--- config.mk ---
export PLATFORM = sky130hd
export DESIGN_NAME = iomem_copy_master_flat
export DESIGN_NICKNAME = d
export VERILOG_FILES = /design/src/rtl/iomem_pkg.sv /design/src/rtl/iomem_copy_master_if.sv /design/src/rtl/iomem_timeout.sv /design/src/rtl/iomem_copy_master.sv /design/src/flat_wrapper.sv
export SDC_FILE = /design/constraint.sdc
export NUM_CORES = 1
export LEC_CHECK = 0
export BUFFER_PORTS_ARGS = -buffer_cell sky130_fd_sc_hd__buf_2
export CAP_MARGIN = 10
export CORE_UTILIZATION = 49
export DETAILED_ROUTE_END_ITERATION = 10
export PLACE_DENSITY = 0.77
export SYNTH_ARGS = -nofsm -noshare
export SYNTH_HDL_FRONTEND = slang
export SYNTH_SLANG_ARGS = --single-unit
--- constraint.sdc ---
create_clock -name clk -period 2.3 [get_ports clk]
set_input_delay 0.46 -clock clk [delete_from_list [all_inputs] [get_ports clk]]
set_output_delay 0.46 -clock clk [all_outputs]
set_load 0.01 [all_outputs]
--- src/rtl/iomem_pkg.sv ---
// Shared definitions for PicoSoC iomem bus initiators and responders.
package iomem_pkg;

  typedef enum logic [2:0] {
    StIdle,
    StRd,
    StRdGap,
    StWr,
    StWrGap,
    StFin
  } state_e;

  localparam logic [3:0]  WSTRB_NONE = 4'b0000;
  localparam logic [3:0]  WSTRB_FULL = 4'b1111;
  localparam logic [31:0] WORD_BYTES = 32'd4;

endpackage

--- src/rtl/iomem_copy_master_if.sv ---
// PicoSoC iomem valid/ready bus; the initiator drives the request, the responder acknowledges.
interface iomem_copy_master_if;

  logic        valid;
  logic        ready;
  logic [3:0]  wstrb;
  logic [31:0] addr;
  logic [31:0] wdata;
  logic [31:0] rdata;

  modport master (
    output valid,
    output wstrb,
    output addr,
    output wdata,
    input  ready,
    input  rdata
  );

  modport slave (
    input  valid,
    input  wstrb,
    input  addr,
    input  wdata,
    output ready,
    output rdata
  );

endinterface

--- src/rtl/iomem_timeout.sv ---
// Request watchdog: counts cycles a request waits for ready; expired marks the TIMEOUT-th wait.
module iomem_timeout #(
  parameter int unsigned TIMEOUT = 255
) (
  input  logic clk,
  input  logic resetn,
  input  logic clear,
  input  logic inc,
  output logic expired
);

  localparam int unsigned CntW = (TIMEOUT < 2) ? 1 : $clog2(TIMEOUT + 1);

  logic [CntW-1:0] count_q, count_d;

  always_comb begin
    count_d = count_q;
    if (clear) begin
      count_d = '0;
    end else if (inc) begin
      count_d = count_q + CntW'(1);
    end
  end

  always_ff @(posedge clk) begin
    if (!resetn) begin
      count_q <= '0;
    end else begin
      count_q <= count_d;
    end
  end

  // Flags the increment that makes the count reach TIMEOUT, so the caller can leave that same edge.
  assign expired = inc && !clear && (count_q == CntW'(TIMEOUT - 1));

endmodule

--- src/rtl/iomem_copy_master.sv ---
// iomem bus initiator copying len words from src_addr to dst_addr as alternating read/write pairs.
module iomem_copy_master
  import iomem_pkg::*;
#(
  parameter int unsigned TIMEOUT = 255,
  parameter int unsigned LEN_W   = 16
) (
  input  logic                 clk,
  input  logic                 resetn,
  input  logic                 start,
  input  logic [31:0]          src_addr,
  input  logic [31:0]          dst_addr,
  input  logic [LEN_W-1:0]     len,
  output logic                 busy,
  output logic                 done,
  output logic                 err,
  iomem_copy_master_if.master  iomem
);

  state_e state_q, state_d;

  logic [31:0]      src_q, src_d;
  logic [31:0]      dst_q, dst_d;
  logic [LEN_W-1:0] rem_q, rem_d;
  logic [31:0]      data_q, data_d;

  logic        valid_q, valid_d;
  logic [3:0]  wstrb_q, wstrb_d;
  logic [31:0] addr_q, addr_d;
  logic        busy_q, busy_d;
  logic        done_q, done_d;
  logic        err_q, err_d;

  logic in_req;
  logic expired;

  assign in_req = (state_q == StRd) || (state_q == StWr);

  iomem_timeout #(
    .TIMEOUT (TIMEOUT)
  ) u_timeout (
    .clk     (clk),
    .resetn  (resetn),
    .clear   (!in_req),
    .inc     (in_req && !iomem.ready),
    .expired (expired)
  );

  always_ff @(posedge clk) begin
    if (!resetn) begin
      state_q <= StIdle;
    end else begin
      state_q <= state_d;
    end
  end

  always_comb begin
    state_d = state_q;
    unique case (state_q)
      StIdle: begin
        if (start) begin
          state_d = (len != '0) ? StRd : StFin;
        end
      end
      StRd: begin
        if (iomem.ready) begin
          state_d = StRdGap;
        end else if (expired) begin
          state_d = StFin;
        end
      end
      StRdGap: state_d = StWr;
      StWr: begin
        if (iomem.ready) begin
          state_d = StWrGap;
        end else if (expired) begin
          state_d = StFin;
        end
      end
      StWrGap: state_d = (rem_q != '0) ? StRd : StFin;
      StFin:   state_d = StIdle;
      default: state_d = StIdle;
    endcase
  end

  // Outputs are computed from the next state so every bus/status signal leaves a flop.
  always_comb begin
    src_d  = src_q;
    dst_d  = dst_q;
    rem_d  = rem_q;
    data_d = data_q;
    if (state_q == StIdle && start && len != '0) begin
      src_d = src_addr;
      dst_d = dst_addr;
      rem_d = len;
    end
    if (state_q == StRd && iomem.ready) begin
      data_d = iomem.rdata;
    end
    if (state_q == StWr && iomem.ready) begin
      src_d = src_q + WORD_BYTES;
      dst_d = dst_q + WORD_BYTES;
      rem_d = rem_q - LEN_W'(1);
    end

    valid_d = (state_d == StRd) || (state_d == StWr);
    wstrb_d = (state_d == StWr) ? WSTRB_FULL : WSTRB_NONE;
    addr_d  = addr_q;
    if (state_d == StRd) begin
      addr_d = src_d;
    end else if (state_d == StWr) begin
      addr_d = dst_d;
    end
    busy_d = (state_d == StRd) || (state_d == StRdGap) ||
             (state_d == StWr) || (state_d == StWrGap);
    done_d = (state_d == StFin);
    err_d  = expired;
  end

  always_ff @(posedge clk) begin
    if (!resetn) begin
      src_q   <= '0;
      dst_q   <= '0;
      rem_q   <= '0;
      data_q  <= '0;
      valid_q <= 1'b0;
      wstrb_q <= WSTRB_NONE;
      addr_q  <= '0;
      busy_q  <= 1'b0;
      done_q  <= 1'b0;
      err_q   <= 1'b0;
    end else begin
      src_q   <= src_d;
      dst_q   <= dst_d;
      rem_q   <= rem_d;
      data_q  <= data_d;
      valid_q <= valid_d;
      wstrb_q <= wstrb_d;
      addr_q  <= addr_d;
      busy_q  <= busy_d;
      done_q  <= done_d;
      err_q   <= err_d;
    end
  end

  assign iomem.valid = valid_q;
  assign iomem.wstrb = wstrb_q;
  assign iomem.addr  = addr_q;
  assign iomem.wdata = data_q;
  assign busy        = busy_q;
  assign done        = done_q;
  assign err         = err_q;

endmodule

--- src/flat_wrapper.sv ---
// flat-port wrapper written by rule: the top's interface ports become plain ports
module iomem_copy_master_flat import iomem_pkg::*;
#(
  parameter int unsigned TIMEOUT = 255,
  parameter int unsigned LEN_W   = 16
)
  (clk, resetn, start, src_addr, dst_addr, len, busy, done, err, iomem_valid, iomem_wstrb, iomem_addr, iomem_wdata, iomem_ready, iomem_rdata);
  iomem_copy_master_if iomem_i ();
  input  logic clk;
  input  logic resetn;
  input  logic start;
  input  logic [31:0] src_addr;
  input  logic [31:0] dst_addr;
  input  logic [LEN_W-1:0] len;
  output logic busy;
  output logic done;
  output logic err;
  output wire logic [$bits(iomem_i.valid)-1:0] iomem_valid;
  output wire logic [$bits(iomem_i.wstrb)-1:0] iomem_wstrb;
  output wire logic [$bits(iomem_i.addr)-1:0] iomem_addr;
  output wire logic [$bits(iomem_i.wdata)-1:0] iomem_wdata;
  input wire logic [$bits(iomem_i.ready)-1:0] iomem_ready;
  input wire logic [$bits(iomem_i.rdata)-1:0] iomem_rdata;
  assign iomem_valid = iomem_i.valid;
  assign iomem_wstrb = iomem_i.wstrb;
  assign iomem_addr = iomem_i.addr;
  assign iomem_wdata = iomem_i.wdata;
  assign iomem_i.ready = iomem_ready;
  assign iomem_i.rdata = iomem_rdata;
  iomem_copy_master #(.TIMEOUT(TIMEOUT), .LEN_W(LEN_W)) u_core (.clk(clk), .resetn(resetn), .start(start), .src_addr(src_addr), .dst_addr(dst_addr), .len(len), .busy(busy), .done(done), .err(err), .iomem(iomem_i));
endmodule
==> impl_metrics.py <==
metrics = {
    "finish": {
        "layout-drive-gt1-share_pct": 32.2,
        "n_antenna_cell": 0,
        "fin_util_pct": 68.7,
        "final_nets": 1370,
        "nFillCells": 1283,
        "area_growth_pct": 35.9,
        "fin_cells": 1471,
    },
    "routing": {
        "drt_first_iter_violations": 965,
        "first_pass_iters": 5,
        "ant_nets": 0,
        "detail_route.vias_per_cell": 6.03,
        "vias": 8871,
        "routedWlPerCell_um": 18.8,
        "postRouteWirelength_mm": 27.7,
        "drc": 0,
    },
    "die": {
        "die-area_mm2": 0.0163,
        "die_w_um": 128,
        "fp.coreArea_mm2": 0.0153,
        "start_util_pct": 50.6,
        "rows": 45,
        "ioPinCount": 188,
        "die_h_um": 128,
    },
    "yosys": {
        "syn_area_mm2": 0.00774,
        "ys.flop_type": "dfxtp_1",
        "ys_seq_area_share_pct": 41.4,
        "synth_top_area_cell": "dfxtp_1",
        "synth_top_area_share_pct": 41.4,
        "yosys-top-cells-count": "dfxtp_1 (160), nand2_1 (149), nor2_1 (84)",
        "netlist_instances": 957,
        "ys.warnings.count": 0,
        "synthMostInstantiatedCell": "dfxtp_1",
        "synth-edff-count": 0,
        "ys_types": 74,
        "synth-seq-cells": 160,
        "syn-num-nets": 1079,
        "async_flop_share_pct": 0,
        "synth_area_leaders": "dfxtp_1 (41%), nand2_1 (7.2%), a21oi_1 (4.8%), nor2_1 (4.1%), nand3_1 (2.8%)",
        "avgSynthCellArea_um2": 8.09,
    },
    "clock_network": {
        "cts_buffers": 17,
        "cts_tree": "done",
        "clock-sinks": 160,
        "root_buffer": "clkbuf_16",
        "clkTransAtPathRegs_ns": 0.06,
        "insertion_delay_ns": 0.43,
        "cts_hold_buf": 0,
        "cts_max_level": 4,
        "clock_path_buffers": 2,
    },
    "power": {
        "leakagePower_uw": 0.00437,
        "power.density_mw_per_mm2": 680,
        "vdd_ir_drop_max_v": 0.000607,
    },
    "timing": {
        "slew_violations": 0,
        "worstMarginPinSlew_ns": 0.600,
        "min_period_over_period_pct": 96.5,
        "period_needed_ns": 2.22,
        "maxSlewHeadroom_pct": 59.7,
        "hold_violations": 0,
        "grt_setup_unrepaired": "yes",
        "setup_viol": 0,
        "fin_worst_skew_ns": 0.00623,
        "timing.fmax_ghz": 0.451,
        "hold_ws_ns": 0.261,
        "worst_slack_ns": 0.0809,
    },
    "global_route": {
        "grt_max_degree": 33,
        "met1_usage_pct": 42.3,
        "grt_pass1_wl_mm": 42.0,
        "grtUsageMet2_pct": 53.9,
        "met3_usage_pct": 8.72,
        "antenna_found_initial": 0,
        "globalRouteOverflowTotal": 0,
        "grt_busiest_layer": "met2",
        "grt_usage_pct": 33.3,
        "grt_pass1_vias": 8066,
    },
    "setup_path": {
        "end_kind": "flop",
        "crit_path_start_kind": "flop",
        "crit_type": "reg -> reg",
        "critPathMaxFanout": 28,
        "worstPathArrival_ns": 2.53,
        "critPathRequiredTime_ns": 2.61,
    },
    "placed_design": {
        "pre_cts_slack_ns": -0.434,
        "place_inst": 1434,
        "place.gp.congestion": 1.00,
        "dpl.hpwl_mm": 19.8,
        "io_buffers": 187,
    },
    "run": {
        "maxCapViolCount": 0,
    },
    "worst_hold_path": {
        "hold_path.class": "in -> reg",
    },
    "run_status": {
        "status": "finished clean",
    },
}
[per-stage QoR]
| stage | setup TNS (ns) | total power (uW) | area (um^2) |
|---|---|---|---|
| 6_report | 0 | 7150 | 10500 |
| 5_1_grt | -0.0301 | 7390 | 10500 |
| 4_1_cts | 0 | 7090 | 10400 |
| 3_5_place_dp | -13.58 | 4440 | 9830 |
| 3_3_place_gp | -4.46 | 4410 | 9830 |
| 2_1_floorplan | 0 | 3780 | 7740 |
[logic make-up after synthesis]
family	share of synthesized area, %
buf+inv	4.56
fa+ha+maj	0.969
xor+xnor	1.13
compound gates	22.9
simple gates	28.4
mux	0.646
flops	41.4
[per-layer routing]
layer  part of all wire [%]  vias to the layer above
met2                     46                      522
met5                      0                        -
met1                     41                     4135
li1                       -                     4138
met4                    2.7                        0
met3                     10                       76
[worst max-delay path, cell delays in order (launching register included)]
cell	delay, ns
dfxtp_1	0.37
nand4b_2	0.19
buf_4	0.39
buf_4	0.30
nor3_1	0.07
a31oi_1	0.17
o21ai_0	0.17
nor2b_1	0.17
a221o_1	0.26
[layout make-up]
cell class | count | area (um^2) | area share (%)
Clock buffer | 22 | 464 | 4.41
Clock inverter | 9 | 85.1 | 0.809
Inverter | 18 | 72.6 | 0.690
Multi-Input combinational cell | 716 | 4280 | 40.7
Sequential cell | 160 | 3210 | 30.5
Tap cell | 211 | 264 | 2.51
Timing Repair Buffer | 335 | 2150 | 20.4
[cell usage in the layout, fill, tap and decap left out, types with 8 or more instances in the layout]
master and n:
nor4_1 21, and3_1 10, nand3_1 44, dfxtp_1 157, a211oi_1 9, clkbuf_16 17
and2_1 24, nand2_1 149, nor3_1 29, buf_2 187, a221o_1 18, o211ai_1 16
a2bb2oi_1 9, a21oi_1 73, o21ai_0 24, a31oi_1 22, buf_12 8, nor2_1 82
a22oi_1 8, buf_4 140, and4_1 10, nand4_1 25, inv_1 16, a221oi_1 9
[power by group]
group          switching, uW  internal (uW)  total, uW  leakage (uW)
registers                165           2960       3120       0.00131
clock network           1150           1540       2690      0.000262
logic                    740            605       1350       0.00280
[final timing paths]
check                                      from                                   to  slack (ns)  depth (start not counted)
max                u_core.state_q[2]$_SDFF_PN0_    u_core.iomem.addr[5]$_SDFFE_PN0P_        0.08                          8
max reg2reg        u_core.state_q[2]$_SDFF_PN0_    u_core.iomem.addr[5]$_SDFFE_PN0P_        0.08                          8
min                             iomem_rdata[10]  u_core.iomem.wdata[10]$_SDFFE_PN0P_        0.26                          3
min reg2reg  u_core.iomem.wdata[4]$_SDFFE_PN0P_   u_core.iomem.wdata[4]$_SDFFE_PN0P_        0.45                          2
[state kept, by name, indices dropped and copies added, names as in the netlist]
signal,count
u_core.dst_q,32
u_core.iomem.addr,32
u_core.iomem.wdata,32
u_core.src_q,32
u_core.rem_q,16
u_core.u_timeout.count_q,8
u_core.state_q,3
u_core.busy,1
u_core.done,1
u_core.err,1
u_core.iomem.valid,1
u_core.iomem.wstrb,1
[what timing repair did]
action,in CTS,in global routing
endpoints found under the setup margin,6,34
gates resized for setup,4,22
buffers inserted,0,5
cloned,0,1
pin swaps,0,2
Note: power is estimated with default switching activity, not from simulation.
